$ cat config.mk
export PLATFORM = sky130hd
export DESIGN_NAME = rx_deserializer
export DESIGN_NICKNAME = d
export VERILOG_FILES = /design/src/rtl/rx_deserializer.sv
export SDC_FILE = /design/constraint.sdc
export NUM_CORES = 1
export LEC_CHECK = 0
export ABC_CLOCK_PERIOD_IN_PS = 1760
export BUFFER_PORTS_ARGS = -buffer_cell sky130_fd_sc_hd__buf_2
export CELL_PAD_IN_SITES_DETAIL_PLACEMENT = 1
export CELL_PAD_IN_SITES_GLOBAL_PLACEMENT = 2
export CORE_MARGIN = 1
export CORE_UTILIZATION = 24
export DETAILED_ROUTE_END_ITERATION = 16
export PLACE_DENSITY = 0.51
export SYNTH_ARGS = -nofsm -noshare
export SYNTH_HDL_FRONTEND = slang
export SYNTH_SLANG_ARGS = --single-unit
$ cat constraint.sdc
create_clock -name clk -period 1.76 [get_ports clk]
set_input_delay 0.352 -clock clk [delete_from_list [all_inputs] [get_ports clk]]
set_output_delay 0.352 -clock clk [all_outputs]
set_load 0.02 [all_outputs]
$ cat src/rtl/rx_deserializer.sv
// Serial frame receiver: start, 8 data bits LSB first, parity, stop -> 9-bit word.
// Define STOP_CHECK_EN to flag bad stop bits on frame_err; otherwise the stop sample is ignored.
module rx_deserializer #(
  parameter int CLKS_PER_BIT = 16
) (
  input  logic       clk,
  input  logic       arst_n,
  input  logic       rx,
  output logic [8:0] data_out,
  output logic       valid,
  output logic       busy,
  output logic       frame_err
);

  localparam int CW = $clog2(CLKS_PER_BIT);
  localparam logic [CW-1:0] HALF_M1 = CW'(CLKS_PER_BIT / 2 - 1);
  localparam logic [CW-1:0] FULL_M1 = CW'(CLKS_PER_BIT - 1);

  typedef enum logic [2:0] {IDLE, START, DATA, PARITY, STOP} state_t;

  state_t        state, state_nx;
  logic [CW-1:0] cnt, cnt_nx;
  logic [2:0]    bit_idx, bit_idx_nx;
  logic [8:0]    shift, shift_nx;
  logic [8:0]    data_nx;
  logic          valid_nx;
  logic          rx_m, rx_s;
`ifdef STOP_CHECK_EN
  logic          hold, hold_nx;
  logic          ferr_nx;
  logic          ferr_q;
`endif

  // Synchronizer flops idle high so reset never looks like a start bit
  always_ff @(posedge clk or negedge arst_n) begin
    if (!arst_n) begin
      rx_m <= 1'b1;
      rx_s <= 1'b1;
    end else begin
      rx_m <= rx;
      rx_s <= rx_m;
    end
  end

  always_ff @(posedge clk or negedge arst_n) begin
    if (!arst_n) begin
      state    <= IDLE;
      cnt      <= '0;
      bit_idx  <= 3'd0;
      shift    <= 9'd0;
      data_out <= 9'd0;
      valid    <= 1'b0;
`ifdef STOP_CHECK_EN
      hold     <= 1'b0;
      ferr_q   <= 1'b0;
`endif
    end else begin
      state    <= state_nx;
      cnt      <= cnt_nx;
      bit_idx  <= bit_idx_nx;
      shift    <= shift_nx;
      data_out <= data_nx;
      valid    <= valid_nx;
`ifdef STOP_CHECK_EN
      hold     <= hold_nx;
      ferr_q   <= ferr_nx;
`endif
    end
  end

  always_comb begin
    state_nx   = state;
    cnt_nx     = cnt;
    bit_idx_nx = bit_idx;
    shift_nx   = shift;
    data_nx    = data_out;
    valid_nx   = 1'b0;
`ifdef STOP_CHECK_EN
    hold_nx    = hold;
    ferr_nx    = 1'b0;
`endif
    case (state)
      IDLE: begin
        if (!rx_s) begin
          state_nx = START;
          cnt_nx   = '0;
        end
      end
      START: begin
        // Mid-start-bit recheck rejects short glitches
        if (cnt == HALF_M1) begin
          cnt_nx = '0;
          if (!rx_s) begin
            state_nx   = DATA;
            bit_idx_nx = 3'd0;
          end else begin
            state_nx = IDLE;
          end
        end else begin
          cnt_nx = cnt + CW'(1);
        end
      end
      DATA: begin
        if (cnt == FULL_M1) begin
          cnt_nx            = '0;
          shift_nx[bit_idx] = rx_s;
          bit_idx_nx        = bit_idx + 3'd1;
          if (bit_idx == 3'd7) state_nx = PARITY;
        end else begin
          cnt_nx = cnt + CW'(1);
        end
      end
      PARITY: begin
        if (cnt == FULL_M1) begin
          cnt_nx      = '0;
          shift_nx[8] = rx_s;
          state_nx    = STOP;
        end else begin
          cnt_nx = cnt + CW'(1);
        end
      end
      STOP: begin
`ifdef STOP_CHECK_EN
        // After a bad stop bit, wait for the line to return idle before rearming
        if (hold) begin
          if (rx_s) begin
            hold_nx  = 1'b0;
            state_nx = IDLE;
          end
        end else if (cnt == FULL_M1) begin
          cnt_nx = '0;
          if (rx_s) begin
            data_nx  = shift;
            valid_nx = 1'b1;
            state_nx = IDLE;
          end else begin
            ferr_nx = 1'b1;
            hold_nx = 1'b1;
          end
        end else begin
          cnt_nx = cnt + CW'(1);
        end
`else
        if (cnt == FULL_M1) begin
          cnt_nx   = '0;
          data_nx  = shift;
          valid_nx = 1'b1;
          state_nx = IDLE;
        end else begin
          cnt_nx = cnt + CW'(1);
        end
`endif
      end
      default: state_nx = IDLE;
    endcase
  end

  assign busy = (state != IDLE);

`ifdef STOP_CHECK_EN
  assign frame_err = ferr_q;
`else
  assign frame_err = 1'b0;
`endif

endmodule

==> results.txt, run 1 <==
The initial antenna violation count was 0. The most used flip-flop cell after synthesis is sky130_fd_sc_hd__dfrtp_1. The post-synthesis cell type with the largest combined area is sky130_fd_sc_hd__dfrtp_1.

The number of design-rule violations left by the first detailed-router iteration came out at 42. The combinational cell fraction of total power is between 20% and 30%. By area the synthesized netlist is led by sky130_fd_sc_hd__dfrtp_1 (49%), sky130_fd_sc_hd__mux2_2 (15%), sky130_fd_sc_hd__dfstp_2 (3.6%). The die height is 80.3 um. At the worst endpoint, the arrival time is 1360 ps. The synthesized netlist net count is 134. The worst setup skew after layout came out at 5.88 ps. Traced cell by cell, the critical path runs through buf_6 -> or3_1 -> buf_2. In the final routed layout, each cell accounts on average for 14.4 um. Dividing total power by cell area gives a power density of between 1000 and 1500 nW/um2.

In the final design database the tool counted 163 nets. The post-CTS clock slew at the launch and capture registers of the worst setup and hold paths is 70 ps. The final critical path takes up between 90 and 100% of the cycle. The ratio of cells with drive above 1 in the final layout came out at 44.9%. The synthesized area per cell came out at 11.5 um2. The all-layer global routing usage is between 10% and 20%. The Yosys step of the flow raised 0 warnings. The hold buffer count at cts came out at 0. The number of core rows is 28.

The number of hold violations in the final report came to 0. The number of fillers in the final layout is about 640. The clock power share is 30.0%.

The largest delay contributor family on the critical path is flip-flops. The worst setup path is of the register to primary output kind. Wires add up to 3.35 mm.

In the post-route analysis, the smallest setup slack over all paths is 50.5 ps. In this design, the stage delay of the slowest critical-path cell is 400 ps. The detailed-router iteration count before antenna repair came out at 4. STA classifies the critical path startpoint as a register.

Routability-driven placement finished with a final weighted congestion of 0.726. The run finished with clean final reports. VDD sags by at most 403 uV.

The internal power component came out at 1.44 mW. The core region is 5920 um2. The switching power summed over all nets came out at 0.673 mW. The sink count of the clock tree came out at 31. The final routed DRC violation total came out at 0. The area growth from synthesis to layout came out at 29.0%. The highest attainable clock frequency came out at ~600 MHz. The async set-or-reset flop fraction in the synthesized netlist is 100%. The insertion delay of the later-clocked pin in the worst-skew pair is 280 ps. The routed length on met2 came out at 1.43 mm.

The fraction of post-synthesis cell area in the top cell type by area came out at 49.4%. Once detailed placement completed, the half-perimeter wirelength came to 2.39 mm. The first global-routing pass estimated 5.83 mm of wire.

The slowest stage of the critical path belongs to the cell sky130_fd_sc_hd__dfrtp_1. Setup violations remaining at the end of the flow were counted as 0. The pin count of the biggest net entering global routing is 32.

The clock period could shrink to 1710 ps. The tree is rooted in a sky130_fd_sc_hd__clkbuf_8. The mean number of vias per cell came out at 4.55. The longest clock path from root to sink contains 2 buffers. The worst setup path is captured at a primary output. STA puts the critical path data required time at 1410 ps. Of the total power, the share spent switching nets is approximately a third.

The top-level I/O count is 15. The post-synthesis sequential element count came out at 31. The commonest cells after synthesis are sky130_fd_sc_hd__dfrtp_1 (29), sky130_fd_sc_hd__mux2_2 (20), sky130_fd_sc_hd__nand3_1 (10), sky130_fd_sc_hd__nor2_1 (8). The number of H-tree levels is 2. The post-synthesis cell area is 1470 um2.

The uppermost layer routed is met4. Setup repair after global routing could not meet its margin everywhere. Sequential cells account for 42.4% of the total power. The max-capacitance violation count is 0. The tightest min-delay check is of the input port to asynchronous set/reset pin type. The number of instances in the synthesized netlist is ~130. 0 antenna diodes ended up in the layout. Wire segments on met3 add up to about 100 um in the final route. The number of slew-limit violations in the final report is 0. The via count of the first global-routing pass is 1129. The aggregate global routing overflow came out at 0. The number of distinct standard cells referenced by the synthesized netlist is 36. The sequential cell area in the final layout is between 700 and 800 um2. The sum of internal, switching and leakage power is 2.11 mW. From left edge to right edge, the die measures 80.3 um. In the final routing, the length of wire on met1 measures 1.76 mm. The maximum fanout along the worst path came out at 11. In this run the static leakage power is 0.898 nW. TritonCTS built the clock tree. The area of the die came out at about 6400 um2. The count of vias placed by the detailed router is 1061.

The combined area of the multi-input logic cells came out at 684 um2. The number of routed nets with antenna violations is 0. Before CTS, the worst setup slack after placement is -46.7 ps. Yosys mapped a number of flops with a built-in enable equal to 0. The most common cell in the synthesized netlist is sky130_fd_sc_hd__dfrtp_1. The initial core utilization is between 20 and 25%. The count of input and output buffers is 13.

The TritonCTS buffer count is 5. The buffers plus inverters on the worst setup path came out at 2. The fraction of the yosys area taken by sequential cells came out at 52.9%.
## cell usage in the layout (no fill, tap or decap), types with 3 or more instances in the layout
cell | synthesis | final
sky130_fd_sc_hd__dfrtp_1 | 29 | 28
sky130_fd_sc_hd__mux2_2 | 20 | 19
sky130_fd_sc_hd__buf_4 | 3 | 17
sky130_fd_sc_hd__buf_2 | 3 | 13
sky130_fd_sc_hd__nand3_1 | 10 | 9
sky130_fd_sc_hd__nor2_1 | 8 | 8
sky130_fd_sc_hd__clkbuf_8 | 0 | 7
sky130_fd_sc_hd__nand2_1 | 4 | 4
sky130_fd_sc_hd__a21oi_1 | 3 | 3
sky130_fd_sc_hd__nand2b_1 | 3 | 3
sky130_fd_sc_hd__nor3_1 | 3 | 3
sky130_fd_sc_hd__inv_1 | 3 | 3
## state kept, by name, summed over array words and instances (netlist names)
| register | flops |
|---|---|
| bit_idx | 3 |
| cnt | 4 |
| data_out | 9 |
| rx_m | 1 |
| rx_s | 1 |
| shift | 9 |
| state | 3 |
| valid | 1 |
## per-stage QoR
step	hold slack (ps)	util, %	instance area (um2)	setup TNS, ps	instances
3_5_place_dp	323	29.0	1720	-46.7	223
3_3_place_gp	321	29.0	1720	-29.1	223
4_1_cts	18.4	31.0	1840	0	232
5_1_grt	21.4	32.0	1900	-56.3	233
2_1_floorplan	56.4	-	1470	0	128
6_report	16.8	32.0	1900	0	233
## area by class of cell
type / count / area share (%)
clock inverter: 1 / 0.396
sequential: 31 / 41.1
timing repair buffer: 32 / 11.8
clock buffer: 7 / 5.08
multi-input combinational: 84 / 36.1
inverter: 3 / 0.594
tap: 75 / 4.95
## metal layers
metal  up-vias  GRT usage [%]
met5         -              0
met4         0           5.36
met3         6           3.41
met2        14           17.9
met1       520           16.7
li1        521              -
## timing repair
action	CTS	global route
pin swaps	0	2
buffers inserted	1	1
setup endpoints to repair	3	14
resized for setup	2	10
## power by group through the flow
stage	Combinational, mW	Clock, mW	Sequential [mW]
final	0.583	0.635	0.895
after global routing	0.657	0.693	0.910
after CTS	0.558	0.660	0.879
after detailed placement	0.553	0	0.890
after global placement	0.537	0	0.887
after floorplan	0.370	0	0.847
## worst paths after layout
check,depth (start not counted),slack (ps),end,startpoint
hold reg to reg,0,360,rx_s$_DFF_PN1_,rx_m$_DFF_PN1_
min in group clk,1,160,rx_m$_DFF_PN1_,rx
setup reg to reg,5,50,shift[2]$_DFFE_PN0P_,cnt[1]$_DFFE_PN0P_
hold / removal,2,20,bit_idx[2]$_DFFE_PN0P_,arst_n
max in group asynchronous,2,1500,rx_m$_DFF_PN1_,arst_n
setup / recovery,3,50,busy,state[2]$_DFFE_PN0P_
## cells by family (layout without fill, tap and decap cells)
kind of cell,after synthesis,after routing,share of synthesized area [%]
and+or+nand+nor,42,42,15.5
DFF,31,31,52.9
muxes,22,22,16.7
AOI/OAI and AO/OA,15,15,7.15
buffers and inverters,13,43,4.34
adders and majority gates,3,3,2.55
other,1,1,0.255
xor gates and xnor gates,1,1,0.596
Note: power is estimated with default switching activity, not from simulation.
==> run 2, diff against run 1 <==
==> config.mk (replaced) <==
export PLATFORM = sky130hd
export DESIGN_NAME = rx_deserializer
export DESIGN_NICKNAME = d
export VERILOG_FILES = /design/src/rtl/rx_deserializer.sv
export SDC_FILE = /design/constraint.sdc
export NUM_CORES = 1
export LEC_CHECK = 0
export ABC_CLOCK_PERIOD_IN_PS = 1500
export BUFFER_PORTS_ARGS = -buffer_cell sky130_fd_sc_hd__buf_2
export CELL_PAD_IN_SITES_DETAIL_PLACEMENT = 1
export CELL_PAD_IN_SITES_GLOBAL_PLACEMENT = 2
export CORE_MARGIN = 1
export CORE_UTILIZATION = 34
export DETAILED_ROUTE_END_ITERATION = 16
export PLACE_DENSITY = 0.69
export SYNTH_ARGS = -nofsm -noshare
export SYNTH_HDL_FRONTEND = slang
export SYNTH_SLANG_ARGS = --single-unit
==> constraint.sdc (replaced) <==
create_clock -name clk -period 1.5 [get_ports clk]
set_input_delay 0.3 -clock clk [delete_from_list [all_inputs] [get_ports clk]]
set_output_delay 0.3 -clock clk [all_outputs]
set_load 0.02 [all_outputs]
==> run 2 against run 1 <==
Against the previous run: the run now ends with setup timing left; sequential share of layout area shrank 5.7 points; combinational power grew 82%; clock skew grew 1.8 ps; clock power grew 15%; critical path depth grew 2; global-route usage grew 7.0 points; final area grew 16%; clock-buffer cell count is the same; via count grew 11%; highest routed layer unchanged.
==> results.txt, run 2 (synthesized netlist as in run 1, its figures left out) <==
The CTS tree is done. The most common cell after layout, fill and taps aside is sky130_fd_sc_hd__dfrtp_1. The met3 usage is 5.07% (+1.7 points). The number of hold violations in the final report came to 0 (unchanged). The setup slack at placement is -247 ps (-200 ps). The maximum fanout along the worst path came out at 5 (-6). The count of input and output buffers is 13 (unchanged). The detailed-placement wirelength estimate came out at 2.34 mm (-2.2%). The post-CTS clock slew at the launch and capture registers of the worst setup and hold paths came to 70 ps (about the same). The worst setup skew after layout is 7.72 ps (+1.84 ps). The via count of the first global-routing pass is 1265 (+12%). The die height came out at 67.8 um (-16%). The worst setup path is captured at a register. The mean routed wirelength per cell was 17.3 um (+21%). The critical path is of the register to register type. The ratio of cells with drive above 1 in the final layout came out at 60.3% (+15 points). The switching fraction of total power is 32.7% (+0.83 points). The combinational cell fraction of total power came out at 37.6% (+10 points). In the final layout, the registers with the most flip-flops are data_out (9), shift (9), cnt (4).

The period utilization came out at 115%. The area of the core is 4090 um2 (-31%). Compared with the post-synthesis result, the final layout area differs by 49.5%.

The worst-case vdd ir drop came out at 718 uV (+78%). The area of the die came out at 4590 um2 (-29%). The clock power share came out at 26.0% (-4.0 points). The pin count of the biggest net entering global routing is 32 (unchanged). The maximum clock path buffer count came out at 2 (unchanged). The power per unit of standard cell area came out at 1280 nW/um2 (+15%). The clock period minus worst slack is 1720 ps. The weighted congestion reported at the end of routability-driven placement was 0.770 (+6.0%).

The nature of the critical path startpoint is a register. The all-layer global routing usage is 19.3% (+7.0 points). The number of slew-limit violations in the final report came out at 0 (unchanged).

The cell type of the slowest stage on the worst timing path is sky130_fd_sc_hd__dfrtp_1. The global-route track usage on met1 came to 24.8% (+8.1 points). The library cells used most frequently in the layout, excluding fill and tap cells, are sky130_fd_sc_hd__dfrtp_1 (29), sky130_fd_sc_hd__buf_4 (28), sky130_fd_sc_hd__mux2_4 (18). The aggregate global routing overflow came out at 0 (unchanged). The internal power component was 1.89 mW (+31%). The detailed-router iteration count before antenna repair came out at 4 (unchanged). The number of H-tree levels came to 2 (unchanged). The die width came out at 67.8 um (-16%). The total number of nets in the final design was 179 (+9.8%).

The checks that failed: setup timing. The mean number of vias per cell is 5.28 (+16%). CTS placed an instance of sky130_fd_sc_hd__clkbuf_8 at the clock tree root. Setup repair after global routing could not meet its margin everywhere.

The layer flagged by global routing as most heavily used is met2. The sink count of the clock tree came out at 31 (unchanged). The top-level I/O count came out at 15 (unchanged). The reported leakage power came out at 1.02 nW (+13%).

The type of the most critical hold path is input port to asynchronous set/reset pin. The count of vias placed by the detailed router came to 1183 (+11%). The final routed DRC violation total was 0 (unchanged).

The antenna diode count came to 0 (unchanged). The initial antenna violation count came out at 0 (unchanged). The met2 track demand over resource came out at 30.3% (+12 points). The part of the total power dissipated in sequential elements came out at 36.4% (-6.0 points). The final-report setup violation count came out at 23 (+23). The required time of the critical path was 1670 ps (+260 ps). The utilization after layout is 53.8% (+22 points).

The longest individual stage delay on the worst path was 420 ps (+20 ps). The register-to-register setup slack was -220 ps (-270 ps). The TritonCTS buffer count is 5 (unchanged). The number of routed nets with antenna violations came out at 0 (unchanged). The initial core utilization came out at 36.0% (+11 points). The signal on the critical path passes through ha_4 -> nand4b_1 -> nor3b_2 -> buf_4 -> mux2_4. The number of core rows is 23 (-18%). The arrival time of the worst setup path came out at 1880 ps (+520 ps). The highest attainable clock frequency came out at approximately 580 MHz. The switching power summed over all nets is 0.918 mW (+36%). The global-route wire length before repair is 6.23 mm (+6.9%). The minimum setup slack in the final design is -220 ps (-270 ps).

The flow ran to the end, but the final reports show violations. The total detailed-routing wirelength is 3.89 mm (+16%). The max-capacitance violation count came to 0 (unchanged). The insertion delay of the later-clocked pin in the worst-skew pair is 290 ps (about the same).

The number of fillers in the final layout is 430 (-33%). The number of design-rule violations left by the first detailed-router iteration came out at 80 (+90%).
## run 2: cell types whose count changed in the layout (fill, tap and decap cells not counted), sizes merged
cell,previous run,this run
buf,32,48
## run 2: power groups by stage
stage	sequential, mW	clock (mW)	combinational (mW)
floorplan	0.993	0	0.455
global placement	1.00	0	0.692
detailed placement	1.01	0	0.734
CTS	1.00	0.755	0.896
global route	1.03	0.789	1.15
finish	1.02	0.731	1.06
## run 2: path summary, 6_finish.rpt
check                      cells past startpoint                from                 endpoint
min                                            2              arst_n     state[0]$_DFFE_PN0P_
max                                            5  cnt[1]$_DFFE_PN0P_  data_out[3]$_DFFE_PN0P_
min reg2reg                                    0      rx_m$_DFF_PN1_           rx_s$_DFF_PN1_
max in group asynchronous                      2              arst_n           rx_s$_DFF_PN1_
min in group clk                               1                  rx           rx_m$_DFF_PN1_
max reg2reg                                    5  cnt[1]$_DFFE_PN0P_  data_out[3]$_DFFE_PN0P_
## run 2: layout make-up
class,instances,area (um2),area share (%)
sequential,31,778,35.4
tap,50,62.6,2.85
multi-input combinational,84,882,40.1
inverter,3,11.3,0.512
timing repair buffer,48,360,16.4
clock buffer,7,96.3,4.38
clock inverter,1,7.51,0.341
## run 2: stage by stage
step           total power, mW  setup TNS (ps)  std cells  area, um2  hold slack (ps)
3_5_place_dp              1.75           -2120        203       1720              339
5_1_grt                   2.96           -4980        224       2200             52.1
2_1_floorplan             1.45           -1640        128       1480             4.41
3_3_place_gp              1.69            -974        203       1720              331
4_1_cts                   2.65           -2390        221       2020             30.2
6_report                  2.81           -3590        224       2200             16.5
## run 2: layer usage
layer	share of wire (%)	wire, um
met5	0	0
met4	1.6	64
met3	2.4	92
met2	50	1930
met1	46	1800
## run 2: worst max-delay path: cells and delay by family, from the launching register on
kind,cells,cell delay (ps)
and+or+nand+nor,2,470
DFF,1,420
buffers and inverters,1,230
muxes,1,310
adders and majority gates,1,170
## run 2: what timing repair did
action / 4_1_cts / 5_1_grt
setup endpoints to repair: 25 / 28
cloned: 1 / 0
setup buffers: 9 / 6
pin swaps: 5 / 12
hold buffers: 0 / 0
resized for setup: 33 / 34
